==> config.mk <==
export PLATFORM = sky130hd
export DESIGN_NAME = controle_medicao_periodica
export DESIGN_NICKNAME = d
export VERILOG_FILES = /design/src/rtl/controle_medicao_periodica_pkg.sv /design/src/rtl/controle_medicao_periodica_contador.sv /design/src/rtl/controle_medicao_periodica.sv
export SDC_FILE = /design/constraint.sdc
export NUM_CORES = 1
export LEC_CHECK = 0
export CORE_MARGIN = 5
export CORE_UTILIZATION = 63
export CTS_CLUSTER_DIAMETER = 150
export DETAILED_ROUTE_END_ITERATION = 10
export DONT_BUFFER_PORTS = 1
export GPL_ROUTABILITY_DRIVEN = 1
export PLACE_DENSITY = 0.79
export REMOVE_ABC_BUFFERS = 1
export SLEW_MARGIN = 20
export SYNTH_ARGS = -nofsm -noshare
export SYNTH_HDL_FRONTEND = slang
export SYNTH_HIERARCHICAL = 1
export SYNTH_SLANG_ARGS = --single-unit
==> constraint.sdc <==
create_clock -name clock -period 2.6 [get_ports clock]
set_input_delay 0.78 -clock clock [delete_from_list [all_inputs] [get_ports clock]]
set_output_delay 0.78 -clock clock [all_outputs]
set_load 0.005 [all_outputs]
==> src/rtl/controle_medicao_periodica_pkg.sv <==
// pkg_medicao: shared definitions for controle_medicao_periodica.
//   estado_t      - sequencer states; the numeric code is exported on db_estado
//   BCD_W         - width of a 3-digit BCD distance {hundreds, tens, units}
//   CONFIRMACOES  - consecutive readings needed to change alarme when
//                   CONFIRMACAO_ALARME_EN is defined
package pkg_medicao;

    localparam int unsigned BCD_W        = 12;
    localparam int unsigned CONFIRMACOES = 3;

    typedef enum logic [3:0] {
        INICIAL  = 4'h0,
        DISPARA  = 4'h1,
        AGUARDA  = 4'h2,
        REGISTRA = 4'h3,
        ATUALIZA = 4'h4,
        ESPERA   = 4'h5,
        FALHA    = 4'hF
    } estado_t;

endpackage

==> src/rtl/controle_medicao_periodica_contador.sv <==
// contador_intervalo: saturating up-counter with clear, enable and
// terminal-count flag (terminal when the count equals MODULO-1).
//   clock_i, reset_i - clock, synchronous active-high reset
//   limpar_i         - restart the count
//   contar_i         - count enable
//   terminal_o       - count has reached MODULO-1 (held there, never wraps)
module contador_intervalo #(
    parameter int unsigned MODULO = 16
) (
    input  logic clock_i,
    input  logic reset_i,
    input  logic limpar_i,
    input  logic contar_i,
    output logic terminal_o
);

    localparam int unsigned W = (MODULO > 1) ? $clog2(MODULO) : 1;
    localparam logic [W-1:0] ULTIMO = W'(MODULO - 1);

    logic [W-1:0] cont_q, cont_d;

    assign terminal_o = (cont_q == ULTIMO);

    always_comb begin
        cont_d = cont_q;
        if (limpar_i) begin
            // Clearing while enabled counts the clearing cycle as the first
            // tick, so the count equals cycles elapsed since the clear cycle.
            cont_d = contar_i ? W'(1) : '0;
        end else if (contar_i && !terminal_o) begin
            cont_d = cont_q + W'(1);
        end
    end

    always_ff @(posedge clock_i) begin
        if (reset_i) cont_q <= '0;
        else         cont_q <= cont_d;
    end

endmodule

==> src/rtl/controle_medicao_periodica.sv <==
// controle_medicao_periodica: periodic measurement sequencer for the HC-SR04
// interface. Issues medir every PERIODO_MEDIDA cycles while ligar is high,
// waits for pronto_sensor under a TIMEOUT_PRONTO watchdog, latches the BCD
// reading into distancia and drives alarme against LIMIAR_BCD.
// Optional macro CONFIRMACAO_ALARME_EN: alarme changes only after
// CONFIRMACOES consecutive readings on the opposite side of the threshold.
// Ports:
//   clock, reset (sync, active-high), ligar (run level),
//   pronto_sensor (1-cycle valid pulse), medida_sensor (12-bit BCD),
//   medir (1-cycle request), distancia (last reading), nova_medida (update
//   pulse), alarme (proximity level), erro_timeout (sticky watchdog flag),
//   db_estado (state code).
module controle_medicao_periodica
    import pkg_medicao::*;
#(
    parameter int unsigned      PERIODO_MEDIDA = 5_000_000,
    parameter int unsigned      TIMEOUT_PRONTO = 3_000_000,
    parameter logic [BCD_W-1:0] LIMIAR_BCD     = 12'h020
) (
    input  logic             clock,
    input  logic             reset,
    input  logic             ligar,
    input  logic             pronto_sensor,
    input  logic [BCD_W-1:0] medida_sensor,
    output logic             medir,
    output logic [BCD_W-1:0] distancia,
    output logic             nova_medida,
    output logic             alarme,
    output logic             erro_timeout,
    output logic [3:0]       db_estado
);

    estado_t          estado_q, estado_d;
    logic [BCD_W-1:0] distancia_q;
    logic             alarme_q;
    logic             erro_q;
    logic             intervalo_fim, watchdog_fim;
    logic             captura, falha, abaixo;

    contador_intervalo #(.MODULO(PERIODO_MEDIDA)) u_intervalo (
        .clock_i    (clock),
        .reset_i    (reset),
        .limpar_i   (estado_q == DISPARA),
        .contar_i   (estado_q != INICIAL),
        .terminal_o (intervalo_fim)
    );

    contador_intervalo #(.MODULO(TIMEOUT_PRONTO)) u_watchdog (
        .clock_i    (clock),
        .reset_i    (reset),
        .limpar_i   (estado_q == DISPARA),
        .contar_i   ((estado_q == DISPARA) || (estado_q == AGUARDA)),
        .terminal_o (watchdog_fim)
    );

    // Reading and failure are registered on the transition out of AGUARDA,
    // so distancia/erro_timeout are already valid while in REGISTRA/FALHA.
    assign captura = (estado_q == AGUARDA) && pronto_sensor;
    assign falha   = (estado_q == AGUARDA) && !pronto_sensor && watchdog_fim;
    assign abaixo  = (medida_sensor < LIMIAR_BCD);  // BCD orders like binary

    always_comb begin
        estado_d = estado_q;
        unique case (estado_q)
            INICIAL:  if (ligar) estado_d = DISPARA;
            DISPARA:  estado_d = AGUARDA;
            AGUARDA: begin
                if (pronto_sensor)     estado_d = REGISTRA;
                else if (watchdog_fim) estado_d = FALHA;
            end
            REGISTRA: estado_d = ATUALIZA;
            ATUALIZA: estado_d = ESPERA;
            ESPERA: begin
                if (!ligar)             estado_d = INICIAL;
                else if (intervalo_fim) estado_d = DISPARA;
            end
            FALHA:    estado_d = ESPERA;
            default:  estado_d = INICIAL;
        endcase
    end

    always_ff @(posedge clock) begin
        if (reset) estado_q <= INICIAL;
        else       estado_q <= estado_d;
    end

    always_ff @(posedge clock) begin
        if (reset) begin
            distancia_q <= '0;
            erro_q      <= 1'b0;
        end else if (captura) begin
            distancia_q <= medida_sensor;
            erro_q      <= 1'b0;
        end else if (falha) begin
            erro_q      <= 1'b1;
        end
    end

`ifdef CONFIRMACAO_ALARME_EN
    // run_q counts consecutive readings disagreeing with the current alarme.
    logic [1:0] run_q;

    always_ff @(posedge clock) begin
        if (reset) begin
            alarme_q <= 1'b0;
            run_q    <= '0;
        end else if (captura) begin
            if (abaixo != alarme_q) begin
                if (run_q == 2'(CONFIRMACOES - 1)) begin
                    alarme_q <= abaixo;
                    run_q    <= '0;
                end else begin
                    run_q    <= run_q + 2'd1;
                end
            end else begin
                run_q <= '0;
            end
        end else if (falha) begin
            run_q <= '0;
        end
    end
`else
    always_ff @(posedge clock) begin
        if (reset)        alarme_q <= 1'b0;
        else if (captura) alarme_q <= abaixo;
        else if (falha)   alarme_q <= 1'b0;
    end
`endif

    assign medir        = (estado_q == DISPARA);
    assign nova_medida  = (estado_q == ATUALIZA);
    assign distancia    = distancia_q;
    assign alarme       = alarme_q;
    assign erro_timeout = erro_q;
    assign db_estado    = estado_q;

endmodule

==> flow_summary.json, run 1 <==
{
  "use_met3": 0.0863,
  "num_antenna_cells": 0,
  "synth.avg_cell_area_um2": 8.83,
  "dr.pass1.iters": 4,
  "pwr-share-seq": 0.389,
  "leakage_nw": 1.17,
  "synthesis.area_mm2": 0.00314,
  "wl_um": 6360,
  "die_h_um": 80.6,
  "fmax_mhz": 441,
  "switching_share": 0.322,
  "cts_hold_buf": 0,
  "synthCells": 356,
  "io_pins": 36,
  "ctsLongestPathBuffers": 2,
  "timing.rr.start": "u_watchdog/cont_q[11]",
  "yosysSeqAreaShare": 0.401,
  "skew_ps": 10.9,
  "required_ps": 1820,
  "ys_ff_latch": 63,
  "drtIter0Drc": 84,
  "critical-path-max-stage-delay_ps": 600,
  "ys_types": 60,
  "placed_cell_area_mm2": 0.00319,
  "tritoncts": "done",
  "cts.repair.resized": 0,
  "clock_latency_ps": 360,
  "path_cells": "nor4b_1",
  "grt_overflow_total": 0,
  "grt_max_degree": 28,
  "layout-drive-gt1-share": 0.121,
  "gp_congestion": 0.848,
  "rows": 25,
  "htreeDepth": 3,
  "power_mw": 2.90,
  "start_util": 0.656,
  "die_area_mm2": 0.00650,
  "switchingPower_uw": 935,
  "syn_to_final_growth_pct": 9.28,
  "synth-main-ff-cell": "dfxtp_1",
  "max-vdd-ir-drop_uv": 638,
  "nets": 376,
  "drv_cap": 0,
  "synthArstFlopShare": 0,
  "clk_root_buffer_cell": "clkbuf_8",
  "critPathLaunchType": "flip-flop",
  "yosysWarnings": 6,
  "synth_edf_count": 0,
  "numPortBuffers": 0,
  "cp.arrival_ps": 1490,
  "grtUsageTotal": 0.223,
  "p_per_area_mw_per_mm2": 846,
  "layout.cells.non_filler": 430,
  "clk_pin_slew_ps": 80,
  "dpl.hpwl_um": 4340,
  "crit_fanout": 13,
  "met1_usage": 0.266,
  "setup_viol": 0,
  "grt_pass1_wl_um": 11200,
  "power_frac_comb": 0.250,
  "fin_area_mm2": 0.00343,
  "clkSinkCount": 63,
  "cp_top_family": "flip-flops",
  "use_met2": 0.353,
  "grt_pass1_vias": 2555,
  "min_period_ps": 2270,
  "postCtsSetupBuffers": 0,
  "path_buf_inv": 0,
  "critPathCaptureType": "primary output",
  "worst_slew_pin_slew_ps": 582,
  "dieWidth_um": 80.6,
  "dpl.cell_count": 414,
  "maxSlewViolCount": 0,
  "vias": 2594,
  "core_region_area_mm2": 0.00479,
  "critical-path-slowest-cell": "dfxtp_1",
  "p_clk_frac": 0.361,
  "status": "completed",
  "drc_errors": 0,
  "via_per_inst": 6.03,
  "setup_tns_ps": 0,
  "max_slew_margin": 0.607,
  "finalCritPeriodShare": 0.872,
  "cts_buffers": 9,
  "p_int_mw": 1.97,
  "grt.busiest_layer": "met2",
  "ant_nets": 0,
  "path_class": "reg2out",
  "hold_path.class": "reg2reg",
  "antenna_found_initial": 0,
  "hold_start": "erro_timeout",
  "hold_viol_final": 0,
  "wl_per_cell_um": 14.8,
  "rsz0062_at_grt": "false",
  "worstSetupStartpoint": "db_estado[2]"
}
==> power by group through the flow <==
stage / Sequential, mW / Clock (mW) / Combinational, mW
2_1_floorplan: 1.14 / 0 / 0.513
3_5_place_dp: 1.15 / 0 / 0.727
6_report: 1.13 / 1.05 / 0.727
4_1_cts: 1.13 / 1.07 / 0.727
3_3_place_gp: 1.15 / 0 / 0.701
5_1_grt: 1.14 / 1.11 / 0.810
==> cells by family (layout without fill, tap and decap cells) <==
family,count (synthesis),count (layout),share of synthesized area
xor gates and xnor gates,26,26,0.0725
DFF,63,63,0.401
adders and majority gates,2,2,0.00796
muxes,14,14,0.0446
and+or+nand+nor,192,192,0.352
buffers and inverters,19,26,0.0315
AOI/OAI and AO/OA,40,40,0.0900
==> state kept, by name, summed over array words and instances (netlist names) <==
register	count
u_intervalo/cont_q	23
u_watchdog/cont_q	22
distancia	12
db_estado	4
alarme	1
erro_timeout	1
==> stage by stage <==
| stage | hold WS [ps] | util | worst slack, ps |
|---|---|---|---|
| CTS | 469 | 0.717 | 325 |
| detailed placement | 470 | 0.666 | 402 |
| global route | 464 | 0.717 | 249 |
| finish | 478 | 0.717 | 332 |
| global placement | 468 | 0.666 | 454 |
| floorplan | 442 | - | 321 |
==> tightest hold or removal path: stages (launching register included) <==
cell	delay (ps)
dfxtp_1	330
inv_1	50
a211oi_1	60
==> synthesized netlist by cell type (5+ instances only) <==
library cell / number / area [um2]
dfxtp_1: 63 / 1260
o211ai_1: 6 / 45.0
nor3_1: 10 / 50.1
clkbuf_1: 9 / 33.8
nand2_1: 30 / 113
xnor2_1: 7 / 61.3
o21ai_1: 5 / 25.0
or4_1: 5 / 37.5
and4_1: 5 / 43.8
or3_1: 5 / 31.3
nand4_1: 12 / 75.1
a21oi_1: 11 / 55.1
mux2i_1: 14 / 140
inv_1: 5 / 18.8
o21ai_0: 5 / 25.0
xor2_1: 19 / 166
and3_1: 5 / 31.3
nor2_1: 58 / 218
nand3_1: 21 / 105
nor4_1: 7 / 43.8
==> layout make-up <==
| class | instances | area, um2 |
|---|---|---|
| inverter | 5 | 18.8 |
| multi-input combinational | 274 | 1790 |
| tap | 67 | 83.8 |
| clock buffer | 9 | 124 |
| timing repair buffer | 5 | 37.5 |
| fill | 393 | 1350 |
| sequential | 63 | 1260 |
| clock inverter | 7 | 120 |
==> path summary, 6_finish.rpt <==
check / endpoint / slack [ps] / depth (start not counted)
max reg2reg: db_estado[2] / 390 / 7
min reg2reg: erro_timeout / 480 / 2
min: erro_timeout / 480 / 2
max: nova_medida / 330 / 1
==> cell usage in the layout (no fill, tap or decap), types with 6 or more instances in the layout <==
master / synthesis / final
nor3_1: 10 / 10
nand3_1: 21 / 21
o211ai_1: 6 / 6
dfxtp_1: 63 / 63
nand4_1: 12 / 12
xor2_1: 19 / 19
nor4_1: 7 / 7
mux2i_1: 14 / 14
nor2_1: 58 / 58
clkbuf_8: 0 / 9
a21oi_1: 11 / 11
xnor2_1: 7 / 7
nand2_1: 30 / 30
==> metal layers <==
| layer | part of all wire | wire, um |
|---|---|---|
| met2 | 0.45 | 2870 |
| met4 | 0.020 | 128 |
| met3 | 0.076 | 483 |
| met1 | 0.45 | 2880 |
| met5 | 0 | 0 |
(Power assumes the default switching activity.)
==> inputs of run 2 (changes only) <==
==> constraint.sdc (replaced) <==
create_clock -name clock -period 2.1 [get_ports clock]
set_input_delay 0.63 -clock clock [delete_from_list [all_inputs] [get_ports clock]]
set_output_delay 0.63 -clock clock [all_outputs]
set_load 0.005 [all_outputs]
==> flow_summary.json, run 2 (same netlist as run 1, synthesis figures left out) <==
{
  "max-vdd-ir-drop_uv": 739,
  "tritoncts": "done",
  "skew_ps": 8.58,
  "die_h_um": 80.6,
  "power_frac_comb": 0.311,
  "fmax_mhz": 453,
  "critPathLaunchType": "flip-flop",
  "hold_viol_final": 0,
  "drtIter0Drc": 175,
  "switchingPower_mw": 1.19,
  "drv_cap": 0,
  "grtUsageTotal": 0.228,
  "io_pins": 36,
  "die_area_mm2": 0.00650,
  "required_ps": 2330,
  "syn_to_final_growth_pct": 13.4,
  "crit_fanout": 3,
  "cp.arrival_ps": 2440,
  "clk_pin_slew_ps": 80,
  "start_util": 0.656,
  "nFillCells": 359,
  "layout.cells.non_filler": 448,
  "min_period_ps": 2210,
  "path_class": "reg2reg",
  "p_int_mw": 2.31,
  "p_per_area_mw_per_mm2": 983,
  "grt_pass1_wl_um": 11600,
  "worst_slew_pin_slew_ps": 411,
  "ant_nets": 0,
  "layout-drive-gt1-share": 0.181,
  "drc_errors": 0,
  "wl_per_cell_um": 14.9,
  "wl_um": 6650,
  "setup_viol": 12,
  "critPathCaptureType": "flip-flop",
  "via_per_inst": 6.06,
  "rsz0062_at_grt": "true",
  "core_region_area_mm2": 0.00479,
  "ctsLongestPathBuffers": 2,
  "dpl.hpwl_um": 4680,
  "rows": 25,
  "htreeDepth": 3,
  "leakage_nw": 1.25,
  "clock_latency_ps": 340,
  "finalCritPeriodShare": 1.05,
  "cts_hold_buf": 0,
  "num_antenna_cells": 0,
  "grt_pass1_vias": 2573,
  "gp_congestion": 0.863,
  "grt_overflow_total": 0,
  "violations": "setup timing",
  "pwr-share-seq": 0.393,
  "p_clk_frac": 0.295,
  "grt_max_degree": 28,
  "dieWidth_um": 80.6,
  "maxSlewViolCount": 0,
  "nets": 394,
  "hold_path.class": "in2reg",
  "numPortBuffers": 0,
  "dr.pass1.iters": 5,
  "cts_buffers": 9,
  "clkSinkCount": 63,
  "switching_share": 0.341,
  "mostFrequentLayoutCell": "dfxtp_1",
  "layout_common_cells": "dfxtp_1 (62), nor2_1 (58), nand2_1 (29)",
  "vias": 2716,
  "max_flop_register": "u_intervalo/cont_q",
  "clk_root_buffer_cell": "clkbuf_8",
  "largest_reg_flops": 23,
  "status": "finished with violations",
  "dpl.cell_count": 430,
  "antenna_found_initial": 0,
  "fin_area_mm2": 0.00356,
  "max_slew_margin": 0.726,
  "placed_cell_area_mm2": 0.00331,
  "worst_slack_ps": -107
}
[run 2: changes by cell type in the layout (fill, tap and decap cells not counted), moves of 2 or more]
cell       previous run  this run
nor4_1                7         5
buf_4                 5        21
bufinv_16             3         1
nor4_2                3         5
[run 2: critical path, cell delays in order, from the launching register on]
cell and delay [ps]:
dfxtp_1 310, or4b_1 520, or4_4 450, buf_4 150, nor4_2 140, buf_4 170, or3_4 120, nand3_1 60
nor3b_2 160
[run 2: power groups by stage]
stage	Combinational, mW	Sequential (mW)	Clock [mW]
final	1.09	1.38	1.04
after global routing	1.21	1.39	1.13
after CTS	1.04	1.37	1.06
after detailed placement	1.01	1.39	0
after global placement	0.980	1.39	0
after floorplan	0.636	1.41	0
[run 2: final cells by class]
class / instances / area [um2] / share of cell area
clock buffers: 9 / 124 / 0.0348
clock inverters: 7 / 72.6 / 0.0204
inverters: 5 / 18.8 / 0.00527
multi-input cells: 274 / 1830 / 0.513
flip-flops and latches: 63 / 1260 / 0.354
well taps: 67 / 83.8 / 0.0235
repair buffers: 23 / 174 / 0.0488
[run 2: what timing repair did]
action,in CTS,in global routing
pin swaps,0,3
cloned,0,1
endpoints found under the setup margin,11,14
gates resized for setup,3,6
buffers inserted,0,1
[run 2: worst paths after layout]
kind | from | to | slack (ps) | cells after the start
max | u_watchdog/cont_q[8] | db_estado[2] | -110 | 8
min | reset | erro_timeout | 350 | 1
max reg2reg | u_watchdog/cont_q[8] | db_estado[2] | -110 | 8
min reg2reg | erro_timeout | erro_timeout | 490 | 2
[run 2: stage by stage]
step | total power, mW | setup slack (ps) | hold WS, ps | setup TNS, ps | util
6_report | 3.50 | -107 | 346 | -573 | 0.745
5_1_grt | 3.73 | -194 | 321 | -1560 | 0.745
4_1_cts | 3.47 | -54.2 | 343 | -128 | 0.736
3_5_place_dp | 2.41 | -62.0 | 476 | -227 | 0.692
3_3_place_gp | 2.37 | -0.880 | 467 | -0.880 | 0.692
2_1_floorplan | 2.04 | -179 | 442 | -1100 | -
[run 2: layer usage]
layer	track usage	vias up	wire (um)
met2	0.347	103	3100
met3	0.0729	7	523
met4	0.0895	0	59
met1	0.299	1273	2970
li1	-	1333	-
met5	0	-	0
